File: config.mk
export PLATFORM = sky130hd
export DESIGN_NAME = amp_safety_check_flat
export DESIGN_NICKNAME = d
export VERILOG_FILES = /design/src/rtl/amp_safety_check_pkg.sv /design/src/rtl/amp_safety_check_if.sv /design/src/rtl/amp_safety_check_abs_diff16.sv /design/src/rtl/amp_safety_check.sv /design/src/flat_wrapper.sv
export SDC_FILE = /design/constraint.sdc
export NUM_CORES = 1
export LEC_CHECK = 0
export BUFFER_PORTS_ARGS = -buffer_cell sky130_fd_sc_hd__buf_2
export CAP_MARGIN = 20
export CORE_MARGIN = 1
export CORE_UTILIZATION = 35
export CTS_CLUSTER_SIZE = 20
export DETAILED_ROUTE_END_ITERATION = 8
export GPL_ROUTABILITY_DRIVEN = 1
export PLACE_DENSITY = 0.53
export SLEW_MARGIN = 15
export SYNTH_ARGS = -nofsm -noshare
export SYNTH_HDL_FRONTEND = slang
export SYNTH_SLANG_ARGS = --single-unit
File: constraint.sdc
create_clock -name sysclk -period 6.65 [get_ports sysclk]
set_input_delay 1.33 -clock sysclk [delete_from_list [all_inputs] [get_ports sysclk]]
set_output_delay 1.33 -clock sysclk [all_outputs]
set_load 0.01 [all_outputs]
File: src/rtl/amp_safety_check_pkg.sv
// Shared widths, constants and per-channel latch states for the amplifier current monitor.
package safety_pkg;

  localparam int unsigned NUM_CHAN   = 4;
  localparam int unsigned CUR_W      = 16;
  localparam int unsigned CNT_W      = 8;

  // Offset-binary encoding: this code is 0 A on both feedback and command.
  localparam logic [CUR_W-1:0] CUR_ZERO = 16'h8000;

  typedef enum logic {
    ARMED   = 1'b0,
    TRIPPED = 1'b1
  } chan_state_e;

endpackage

File: src/rtl/amp_safety_check_if.sv
// Sample bus, enables and clear strobes in; latched disables and live error flags out.
interface amp_safety_check_if #(
  parameter int unsigned CHAN_W   = 2,
  parameter int unsigned NUM_CHAN = 4
);
  import safety_pkg::*;

  logic                cur_valid;
  logic [CHAN_W-1:0]   cur_chan;
  logic [CUR_W-1:0]    cur_fb;
  logic [CUR_W-1:0]    cur_cmd;
  logic [NUM_CHAN-1:0] amp_enabled;
  logic [NUM_CHAN-1:0] clear_mask;
  logic [NUM_CHAN-1:0] safety_amp_disable;
  logic [NUM_CHAN-1:0] err_active;

  modport master (
    output cur_valid,
    output cur_chan,
    output cur_fb,
    output cur_cmd,
    output amp_enabled,
    output clear_mask,
    input  safety_amp_disable,
    input  err_active
  );

  modport slave (
    input  cur_valid,
    input  cur_chan,
    input  cur_fb,
    input  cur_cmd,
    input  amp_enabled,
    input  clear_mask,
    output safety_amp_disable,
    output err_active
  );

endinterface

File: src/rtl/amp_safety_check_abs_diff16.sv
// Combinational |a - b| of two unsigned 16-bit codes, saturated to 16 bits.
module abs_diff16
  import safety_pkg::*;
(
  input  logic [CUR_W-1:0] a,
  input  logic [CUR_W-1:0] b,
  output logic [CUR_W-1:0] abs_diff
);

  logic signed [CUR_W:0]   diff;
  logic signed [CUR_W+1:0] mag;

  function automatic logic [CUR_W-1:0] sat_u16(input logic signed [CUR_W+1:0] v);
    if (v[CUR_W+1] || v[CUR_W]) return '1;
    return v[CUR_W-1:0];
  endfunction

  always_comb begin
    diff     = $signed({1'b0, a}) - $signed({1'b0, b});
    mag      = diff[CUR_W] ? -((CUR_W+2)'(diff)) : (CUR_W+2)'(diff);
    abs_diff = sat_u16(mag);
  end

endmodule

File: src/rtl/amp_safety_check.sv
// Per-axis amplifier current monitor: counts consecutive over-threshold samples per
// channel and latches an amp-disable when the count reaches the limit.
module amp_safety_check #(
  parameter int unsigned NUM_CHAN   = 4,
  parameter logic [15:0] ERR_THRESH = 16'd2000,
  parameter logic [7:0]  ERR_LIMIT  = 8'd10
) (
  input  logic              sysclk,
  input  logic              reset,
  amp_safety_check_if.slave bus
);
  import safety_pkg::*;

  localparam int unsigned IDX_W = (NUM_CHAN > 1) ? $clog2(NUM_CHAN) : 1;

  function automatic logic [CNT_W-1:0] sat_inc(input logic [CNT_W-1:0] v);
    return (v == '1) ? v : v + CNT_W'(1);
  endfunction

  logic [CUR_W-1:0] abs_c;
  logic             chan_ok;

  abs_diff16 u_abs (
    .a        (bus.cur_fb),
    .b        (bus.cur_cmd),
    .abs_diff (abs_c)
  );

  assign chan_ok = 32'(bus.cur_chan) < NUM_CHAN;

  // ---- stage 1: magnitude and channel capture ----
  logic             vld_p1;
  logic [CUR_W-1:0] abs_p1;
  logic [IDX_W-1:0] chan_p1;

  always_ff @(posedge sysclk or posedge reset) begin
    if (reset) vld_p1 <= 1'b0;
    else       vld_p1 <= bus.cur_valid & chan_ok;
  end

  always_ff @(posedge sysclk) begin
    if (bus.cur_valid) begin
      abs_p1  <= abs_c;
      chan_p1 <= bus.cur_chan[IDX_W-1:0];
    end
  end

  // ---- stage 2: per-channel counters and latches ----
  logic                over_p1;
  logic [NUM_CHAN-1:0] dis_vec;
  logic [NUM_CHAN-1:0] err_vec;

  assign over_p1 = abs_p1 > ERR_THRESH;

  for (genvar c = 0; c < NUM_CHAN; c++) begin : g_chan
    chan_state_e      state_q;
    logic [CNT_W-1:0] cnt_q;
    logic             err_q;
    logic             en;
    logic             smp;
    logic             hit;
    logic             trip;
    logic             clr;
    logic [CNT_W:0]   cnt_plus;

    assign en       = bus.amp_enabled[c];
    assign clr      = bus.clear_mask[c];
    assign smp      = vld_p1 && (chan_p1 == IDX_W'(c));
    assign hit      = smp && over_p1 && en;
    assign cnt_plus = {1'b0, cnt_q} + (CNT_W+1)'(1);
    assign trip     = hit && (cnt_plus >= {1'b0, ERR_LIMIT});

    // A disabled axis never accumulates; a trip outranks a simultaneous clear.
    always_ff @(posedge sysclk or posedge reset) begin
      if (reset) begin
        state_q <= ARMED;
        cnt_q   <= '0;
        err_q   <= 1'b0;
      end else if (!en) begin
        cnt_q <= '0;
        err_q <= 1'b0;
        if (clr) state_q <= ARMED;
      end else if (trip) begin
        cnt_q   <= sat_inc(cnt_q);
        err_q   <= 1'b1;
        state_q <= TRIPPED;
      end else if (clr) begin
        cnt_q   <= '0;
        err_q   <= 1'b0;
        state_q <= ARMED;
      end else if (smp) begin
        if (hit) begin
          cnt_q <= sat_inc(cnt_q);
          err_q <= 1'b1;
        end else begin
          cnt_q <= '0;
          err_q <= 1'b0;
        end
      end
    end

    assign dis_vec[c] = (state_q == TRIPPED);
    assign err_vec[c] = err_q;
  end

  assign bus.safety_amp_disable = dis_vec;
  assign bus.err_active         = err_vec;

endmodule

File: src/flat_wrapper.sv
// flat-port wrapper written by rule: the top's interface ports become plain ports
module amp_safety_check_flat import safety_pkg::*;
#(
  parameter int unsigned NUM_CHAN   = 4,
  parameter logic [15:0] ERR_THRESH = 16'd2000,
  parameter logic [7:0]  ERR_LIMIT  = 8'd10
)
  (sysclk, reset, bus_cur_valid, bus_cur_chan, bus_cur_fb, bus_cur_cmd, bus_amp_enabled, bus_clear_mask, bus_safety_amp_disable, bus_err_active);
  amp_safety_check_if #(.CHAN_W(3), .NUM_CHAN(NUM_CHAN)) bus_i ();
  input  logic sysclk;
  input  logic reset;
  input wire logic [$bits(bus_i.cur_valid)-1:0] bus_cur_valid;
  input wire logic [$bits(bus_i.cur_chan)-1:0] bus_cur_chan;
  input wire logic [$bits(bus_i.cur_fb)-1:0] bus_cur_fb;
  input wire logic [$bits(bus_i.cur_cmd)-1:0] bus_cur_cmd;
  input wire logic [$bits(bus_i.amp_enabled)-1:0] bus_amp_enabled;
  input wire logic [$bits(bus_i.clear_mask)-1:0] bus_clear_mask;
  output wire logic [$bits(bus_i.safety_amp_disable)-1:0] bus_safety_amp_disable;
  output wire logic [$bits(bus_i.err_active)-1:0] bus_err_active;
  assign bus_i.cur_valid = bus_cur_valid;
  assign bus_i.cur_chan = bus_cur_chan;
  assign bus_i.cur_fb = bus_cur_fb;
  assign bus_i.cur_cmd = bus_cur_cmd;
  assign bus_i.amp_enabled = bus_amp_enabled;
  assign bus_i.clear_mask = bus_clear_mask;
  assign bus_safety_amp_disable = bus_i.safety_amp_disable;
  assign bus_err_active = bus_i.err_active;
  amp_safety_check #(.NUM_CHAN(NUM_CHAN), .ERR_THRESH(ERR_THRESH), .ERR_LIMIT(ERR_LIMIT)) u_core (.sysclk(sysclk), .reset(reset), .bus(bus_i));
endmodule
; Word level (Yosys, flattened, before mapping)
; Index checks and enable logic that the tools add are counted.
; W data, S select, Z words.
[classes]
mux = 60
bitwise = 1
addsub = 10
reduce_logical = 18
magnitude_cmp = 6
n_eq_ne = 11
[ops]
columns = cell, n
row1 = $mux W8, 24
row2 = $add A8 B1 Y9 const B, 4
row3 = $ge A9 B4 Y1 const B, 4
row4 = $mux W1, 33
row5 = $add A8 B1 Y8 const B, 4
row6 = $eq A8 B8 Y1 const B, 4
row7 = $mux W16, 2
row8 = $mux W18, 1
row9 = $neg A17 Y18, 1
row10 = $sub A16 B16 Y17, 1
row11 = $gt A16 B11 Y1 const B, 1
row12 = $logic_and A1 B1 Y1, 16
row13 = $ne A4 B1 Y1 const B, 4
row14 = $eq A2 B2 Y1 const B, 2
row15 = $lt A3 B3 Y1 const B, 1
row16 = $eq A2 B1 Y1 const B, 1
row17 = $logic_not A2 Y1, 1
row18 = $and A1 B1 Y1, 1
row19 = $logic_or A1 B1 Y1, 1
[totals]
input_bits = 46
output_inout_bits = 8
wordCells = 121
reg_bits = 59

; Logic depth before layout (Yosys ltp)
; Gate-level depths: netlist of run 1.
[logic_depth]
word_depth = 9
mapped_depth = 14
mapped_depth_nobuf = 12

; Modules after synthesis
; From an unflattened synthesis of run 1, not the netlist that was laid out.
[unflattened]
cells_unflattened = 575
area_unflattened_um2 = 4962.3
[modules_own_cells]
columns = module, seq_area_each_um2, area_each_um2, instances, cells_per_inst
row1 = amp_safety_check, 1566.5, 3357.0, 1, 335
row2 = abs_diff16, 0.0, 1605.3, 1, 240

; Worst setup path after synthesis of run 1
; Ideal clock, no wire load.
[synth_path]
kind = input to register
from = input bus_cur_fb[0]
to = register u_core.abs_p1[6], data pin
cell_stages = 14
setup_ns = 0.131
n_path_buf = 2
arrival_ns = 3.881
t_required_ns = 6.519
setup_slack_ns = 2.638
cell_sequence = inv_1 ha_1 inv_1 fa_1 a21o_1 a221oi_4 o21ai_1 xnor2_1 or2_2 clkbuf_1 nor4_4 nand4_2 buf_6 nand2_1
[synth_between]
elab_chain_len = 6
[synth_lines]
columns = item, line_no
row1 = start: declaration, flat_wrapper.sv:14  ; input wire logic [$bits(bus_i.cur_fb)-1:0] bus_cur_fb;
row2 = $sub A16 B16 Y17 (*), amp_safety_check_abs_diff16.sv:19  ; diff = $signed({1'b0, a}) - $signed({1'b0, b});
row3 = $neg A17 Y18, amp_safety_check_abs_diff16.sv:20  ; mag = diff[CUR_W] ? -((CUR_W+2)'(diff)) : (CUR_W+2)'(diff);
row4 = $mux W18 (*), amp_safety_check_abs_diff16.sv:20
row5 = $logic_or A1 B1 Y1, amp_safety_check_abs_diff16.sv:14  ; if (v[CUR_W+1] || v[CUR_W]) return '1;
row6 = $mux W1, amp_safety_check_abs_diff16.sv:14
row7 = $mux W16 (*), amp_safety_check_abs_diff16.sv:15  ; return v[CUR_W-1:0];
row8 = end signal: assignment, amp_safety_check.sv:43  ; abs_p1 <= abs_c;
row9 = end: declaration, amp_safety_check.sv:33  ; logic [CUR_W-1:0] abs_p1;
; Mark *: on every way between the ends. The rest lies on a longest branch, timed or not.
; A chain may end at the register's enable or synchronous reset.

; Worst setup path after layout of run 1
[layout_path]
from = input bus_cur_fb[0]
to = register u_core.abs_p1[1], data pin
; Same word-level chain as after synthesis.

==> results of run 1 <==
-- path summary, 6_finish.rpt --
path | from | endpoint | slack (ps) | cells after the start
worst min register to register | u_core.g_chan[2].err_q$_DFFE_PP0P_ | u_core.g_chan[2].err_q$_DFFE_PP0P_ | 470 | 1
min in group asynchronous | reset | u_core.g_chan[1].cnt_q[3]$_DFFE_PP0P_ | 1020 | 2
worst max-delay path | bus_cur_fb[0] | u_core.abs_p1[1]$_SDFFCE_PP1P_ | 2580 | 13
worst min-delay path | u_core.g_chan[2].err_q$_DFFE_PP0P_ | u_core.g_chan[2].err_q$_DFFE_PP0P_ | 470 | 1
worst max register to register | u_core.g_chan[3].cnt_q[1]$_DFFE_PP0P_ | u_core.g_chan[3].cnt_q[1]$_DFFE_PP0P_ | 3530 | 10
max in group asynchronous | reset | u_core.g_chan[0].cnt_q[2]$_DFFE_PP0P_ | 4840 | 3
-- routing by layer --
layer,part of all wire,vias up
met1,0.47,1888
met5,0,-
met3,0.031,12
met4,0.015,0
li1,-,2045
met2,0.49,63
-- area by class of cell --
| class | count | area share |
|---|---|---|
| clock buffers | 16 | 0.0499 |
| inverters | 42 | 0.0301 |
| multi-input cells | 407 | 0.525 |
| flip-flops and latches | 59 | 0.299 |
| well taps | 172 | 0.0411 |
| repair buffers | 56 | 0.0545 |
-- logic make-up after synthesis --
family,share of synthesized area
muxes,0.00652
xor gates and xnor gates,0.0378
adders and majority gates,0.0750
AOI/OAI and AO/OA,0.267
buffers and inverters,0.0625
and+or+nand+nor,0.211
DFF,0.340
-- state kept, by name, summed over array words and instances, names as in the netlist --
name / flops
u_core.g_chan.cnt_q: 32
u_core.abs_p1: 16
u_core.g_chan.err_q: 4
u_core.g_chan.state_q: 4
u_core.chan_p1: 2
u_core.vld_p1: 1
-- metrics by stage --
step	utilization	power, mW
final	0.412	1.04
after global routing	0.412	1.10
after CTS	0.412	1.05
after detailed placement	0.391	0.641
after global placement	0.391	0.638
after floorplan	-	0.589
-- layout by cell type (no fill, tap or decap), drive strengths merged, types with 4 or more instances in the layout --
cell and n:
buf 56, nand2 52, inv 42, dfrtp 41, o21ai 40, a21oi 37
nor2 31, ha 26, nand3 19, a21o 19, edfxtp 18, clkbuf 16
and3 11, xor2 11, nor3 10, nand2b 9, nand4 9, a31oi 8
xnor2 8, o22ai 7, nor2b 7, o21a 6, and2 6, o2111ai 6
a22o 6, a221oi 6, a211oi 5, o31ai 5, o211ai 5, or2 5
or3 5, nand3b 4
-- report_power, final --
group	internal, mW	leakage, nW	total [mW]	switching (mW)
sequential	0.407	0.748	0.415	0.00724
combinational	0.0914	1.52	0.218	0.127
clock	0.262	0.125	0.405	0.143
total	0.761	2.39	1.04	0.277
==> flow_summary.ini, run 1 <==
[logic_synthesis]
synthTopCellsByCount = 49 x nand2_1, 42 x inv_1, 41 x dfrtp_1, 37 x o21ai_0, 36 x a21oi_1
most_repeated_cell_in_the_gate_level_netlist_after_synthesis = nand2_1
postSynth.topFlopCell = dfrtp_1
top_post_synthesis_cells_by_area = dfrtp_1 22%, edfxtp_1 12%, ha_1 7.1%
ys_ff_latch = 59
yosys_warnings = 0
syn_nets = 603
mappedNetlistArea_um2 = 4600
synth.top_cell.area_share = 0.223
post_synth_inst_count = 530
synth.lib_cells_used.distinct = 71
synth-edff-count = 18
synth.yosys.seq_area_share = 0.340
ys_async_sr_fraction = 0.695
synth_top_cell_by_area = dfrtp_1
syn-mean-instance-area_um2 = 8.69

[worst_setup_path]
worstSetupEndpointType = register
timing.critical_path.slowest_stage_cell = fa_1
worst-endpoint-required_ps = 6810
critical_path.max_stage_delay_ps = 400
worstPathCellList = buf_2, inv_1, ha_1, inv_1, fa_1, a21o_1, a221oi_4, nor3_1, a211o_1, nand4bb_4, nor4_4, nand4_2, o211ai_1
path_delay_family = compound AO/OA/AOI/OAI gates
crit_path_max_fanout = 14
timing.critical_path.buf_inv = 3
cpMostUsedCell = inv_1
crit_type = in -> reg
worst_ep_arrival_time_ps = 4220
critPathLaunchType = primary input

[clocking]
numCtsBuffers = 9
cts.reportedPaths.clkPinSlew_ps = 50
cts-htree-levels = 3
ctsHoldBuffers = 0
cts.sinks = 59
post_cts_resized = 0
clock-root-buffer = clkbuf_16
clock_latency_ps = 320
cts.path.max_buffers = 2
cts_post_setup_buffers_inserted = 0
tritoncts = done

[sta]
grt_setup_unrepaired = false
min_clock_period_post_route_ps = 4070
maxClockFrequency_ghz = 0.246
relSlewSlack = 0.328
finalSetupViolations = 0
final_worst_path_period_share = 0.611
setup_tns_final_ps = 0
worst_clock_skew_ps = 4.94
worst_pin_slew_ps = 1010
setup_ws_ps = 2580
report.final.hold_viol_count = 0
hold_ws_ps = 472
timing_max_transition_violations_final = 0

[run]
maxCapViolCount = 0

[grt]
number_of_global_route_vias_before_repair = 3858
global_route.usage.met2 = 0.275
grt_start_max_net_pins = 31
grtUsageMet1 = 0.184
grt.busiest_layer = met2
grt_first_pass_wirelength_um = 16800
globalRouteTotalUtil = 0.153
grt_util_met3 = 0.0187
grt.overflow.total = 0
antenna_found_initial = 0

[outcome]
run_status = finished, final reports clean

[place]
routabilityCongestion = 0.811
placedCellCount = 736
dp_slack_ps = 2220
hpwl_um = 7410
total_placed_instance_area_um2 = 4970
port_buffers = 53

[final_layout]
multi_input_comb_area_um2 = 2750
area_delta_synth_final_pct = 13.7
share_of_final_layout_standard_cells_stronger_than_drive_strength_1 = 0.143
stdcell_area_um2 = 5240
antenna_cells = 0
number_of_nets_in_the_layout = 648
final-seq-area_um2 = 1570
finish.cell_count_without_fillers = 752
fill_cells = 1325

[floorplan]
design.portCount = 54
core_area_um2 = 12700
fp.dieW_um = 117
fp.dieH_um = 117
die_area_um2 = 13600
floorplan.initialDensity = 0.362
std_cell_rows = 41

[routing]
post_route_drc_violation_count = 0
wl_per_cell_um = 12.9
detail-route-antenna-nets = 0
detail_routed_via_count_per_cell = 5.33
routed-via-count = 4008
dr.first_iter.drc_count = 268
detail_route.first_pass.iterations = 4
routed_wirelength_um = 9690

[hold_path]
hold_class = reg -> reg

[power_and_ir_drop]
static-leakage-power_nw = 2.39
power_per_cell_area_nw_per_um2 = 198
power.ir.vdd_worst_v = 0.0000788
Note: power is estimated with default switching activity, not from simulation.
==> run 2, diff against run 1 <==
- clock period: 6.65 -> 3.9 ns (I/O delays scaled with it)
==> flow_summary.ini, run 2 (synthesis results as in run 1) <==
[clocking]
cts.sinks = 59
clock-root-buffer = clkbuf_16
clock_latency_ps = 330
cts_post_setup_buffers_inserted = 0
ctsHoldBuffers = 0
post_cts_resized = 0
tritoncts = done
numCtsBuffers = 9
cts.reportedPaths.clkPinSlew_ps = 50
cts.path.max_buffers = 2
cts-htree-levels = 3

[final_layout]
antenna_cells = 0
top_register = u_core.g_chan.cnt_q
largest_register_ffs = 32
reg.largest.list = u_core.g_chan.cnt_q (32), u_core.abs_p1 (16)
share_of_final_layout_standard_cells_stronger_than_drive_strength_1 = 0.158
number_of_nets_in_the_layout = 655
layout.cells.most_common = buf_2
area_delta_synth_final_pct = 15.1
layout.cells.most_common_list = 54 x buf_2, 49 x nand2_1, 42 x inv_1
finish.cell_count_without_fillers = 759
stdcell_area_um2 = 5300

[place]
placedCellCount = 743
routabilityCongestion = 0.800
total_placed_instance_area_um2 = 5030
port_buffers = 53
hpwl_um = 7410

[outcome]
run_status = finished, final reports clean

[grt]
antenna_found_initial = 0
grt_first_pass_wirelength_um = 16400
globalRouteTotalUtil = 0.151
grt.overflow.total = 0
number_of_global_route_vias_before_repair = 3712
grt_start_max_net_pins = 31

[worst_setup_path]
worst-endpoint-required_ps = 4090
crit_type = in -> reg
worstSetupEndpointType = register
critPathLaunchType = primary input
crit_path_max_fanout = 6
worst_ep_arrival_time_ps = 3550

[sta]
min_clock_period_post_route_ps = 3360
final_worst_path_period_share = 0.861
maxClockFrequency_ghz = 0.298
report.final.hold_viol_count = 0
worst_pin_slew_ps = 967
timing_max_transition_violations_final = 0
finalSetupViolations = 0
hold_ws_ps = 455
grt_setup_unrepaired = false
worst_clock_skew_ps = 7.17
relSlewSlack = 0.355
setup_tns_final_ps = 0

[power_and_ir_drop]
power.ir.vdd_worst_v = 0.000145
static-leakage-power_nw = 2.44
power_per_cell_area_nw_per_um2 = 341

[run]
maxCapViolCount = 0

[floorplan]
die_area_um2 = 13600
floorplan.initialDensity = 0.362
fp.dieW_um = 117
design.portCount = 54
core_area_um2 = 12700
std_cell_rows = 41
fp.dieH_um = 117

[routing]
wl_per_cell_um = 12.7
detail_route.first_pass.iterations = 4
routed_wirelength_um = 9670
detail-route-antenna-nets = 0
routed-via-count = 4017
dr.first_iter.drc_count = 313
detail_routed_via_count_per_cell = 5.29
post_route_drc_violation_count = 0

[hold_path]
hold_class = in -> async
## run 2: worst max-delay path, cell delays in order
cell	delay [ps]
buf_2	100
inv_1	60
ha_1	140
inv_1	50
fa_1	390
a21o_1	210
a221oi_4	350
nor3_1	90
a211o_1	330
nand4bb_4	240
nor4_4	320
nand4_2	210
buf_4	220
nand2_1	60
## run 2: layout make-up
type | instances | area, um2
Clock inverter | 2 | 10.0
Timing Repair Buffer | 63 | 338
Sequential cell | 59 | 1570
Multi-Input combinational cell | 407 | 2750
Clock buffer | 14 | 264
Tap cell | 172 | 215
Inverter | 42 | 158
Fill cell | 1314 | 7420
## run 2: through the flow
stage                     utilization  setup slack, ps  power (mW)
after CTS                       0.417              514        1.83
after global placement          0.395              238        1.10
after detailed placement        0.395              175        1.10
after global routing            0.417              294        1.91
after floorplan                     -              438        1.00
final                           0.417              543        1.81
## run 2: routing by layer
metal,up-vias,wire (um),GRT usage
li1,2067,-,-
met1,1868,4570,0.182
met2,73,4620,0.262
met3,9,323,0.0265
met4,0,157,0.0675
met5,-,0,0
## run 2: path summary, 6_finish.rpt
check                                                           start                                    end  slack, ps  depth (start not counted)
max in group asynchronous                                       reset  u_core.g_chan[0].cnt_q[0]$_DFFE_PP0P_       2670                          3
worst max-delay path                                    bus_cur_fb[0]         u_core.abs_p1[6]$_SDFFCE_PP1P_        540                         14
worst min-delay path                                            reset  u_core.g_chan[1].cnt_q[3]$_DFFE_PP0P_        460                          2
worst min register to register     u_core.g_chan[0].err_q$_DFFE_PP0P_     u_core.g_chan[0].err_q$_DFFE_PP0P_        470                          2
worst max register to register  u_core.g_chan[3].cnt_q[1]$_DFFE_PP0P_  u_core.g_chan[3].cnt_q[0]$_DFFE_PP0P_        830                         10
min in group sysclk                u_core.g_chan[0].err_q$_DFFE_PP0P_     u_core.g_chan[0].err_q$_DFFE_PP0P_        470                          2
## run 2: power breakdown
part | internal (mW) | leakage, nW | switching [mW] | total, mW
clock | 0.462 | 0.137 | 0.257 | 0.719
combinational | 0.162 | 1.55 | 0.219 | 0.380
sequential | 0.694 | 0.748 | 0.0126 | 0.707
total | 1.32 | 2.44 | 0.488 | 1.81
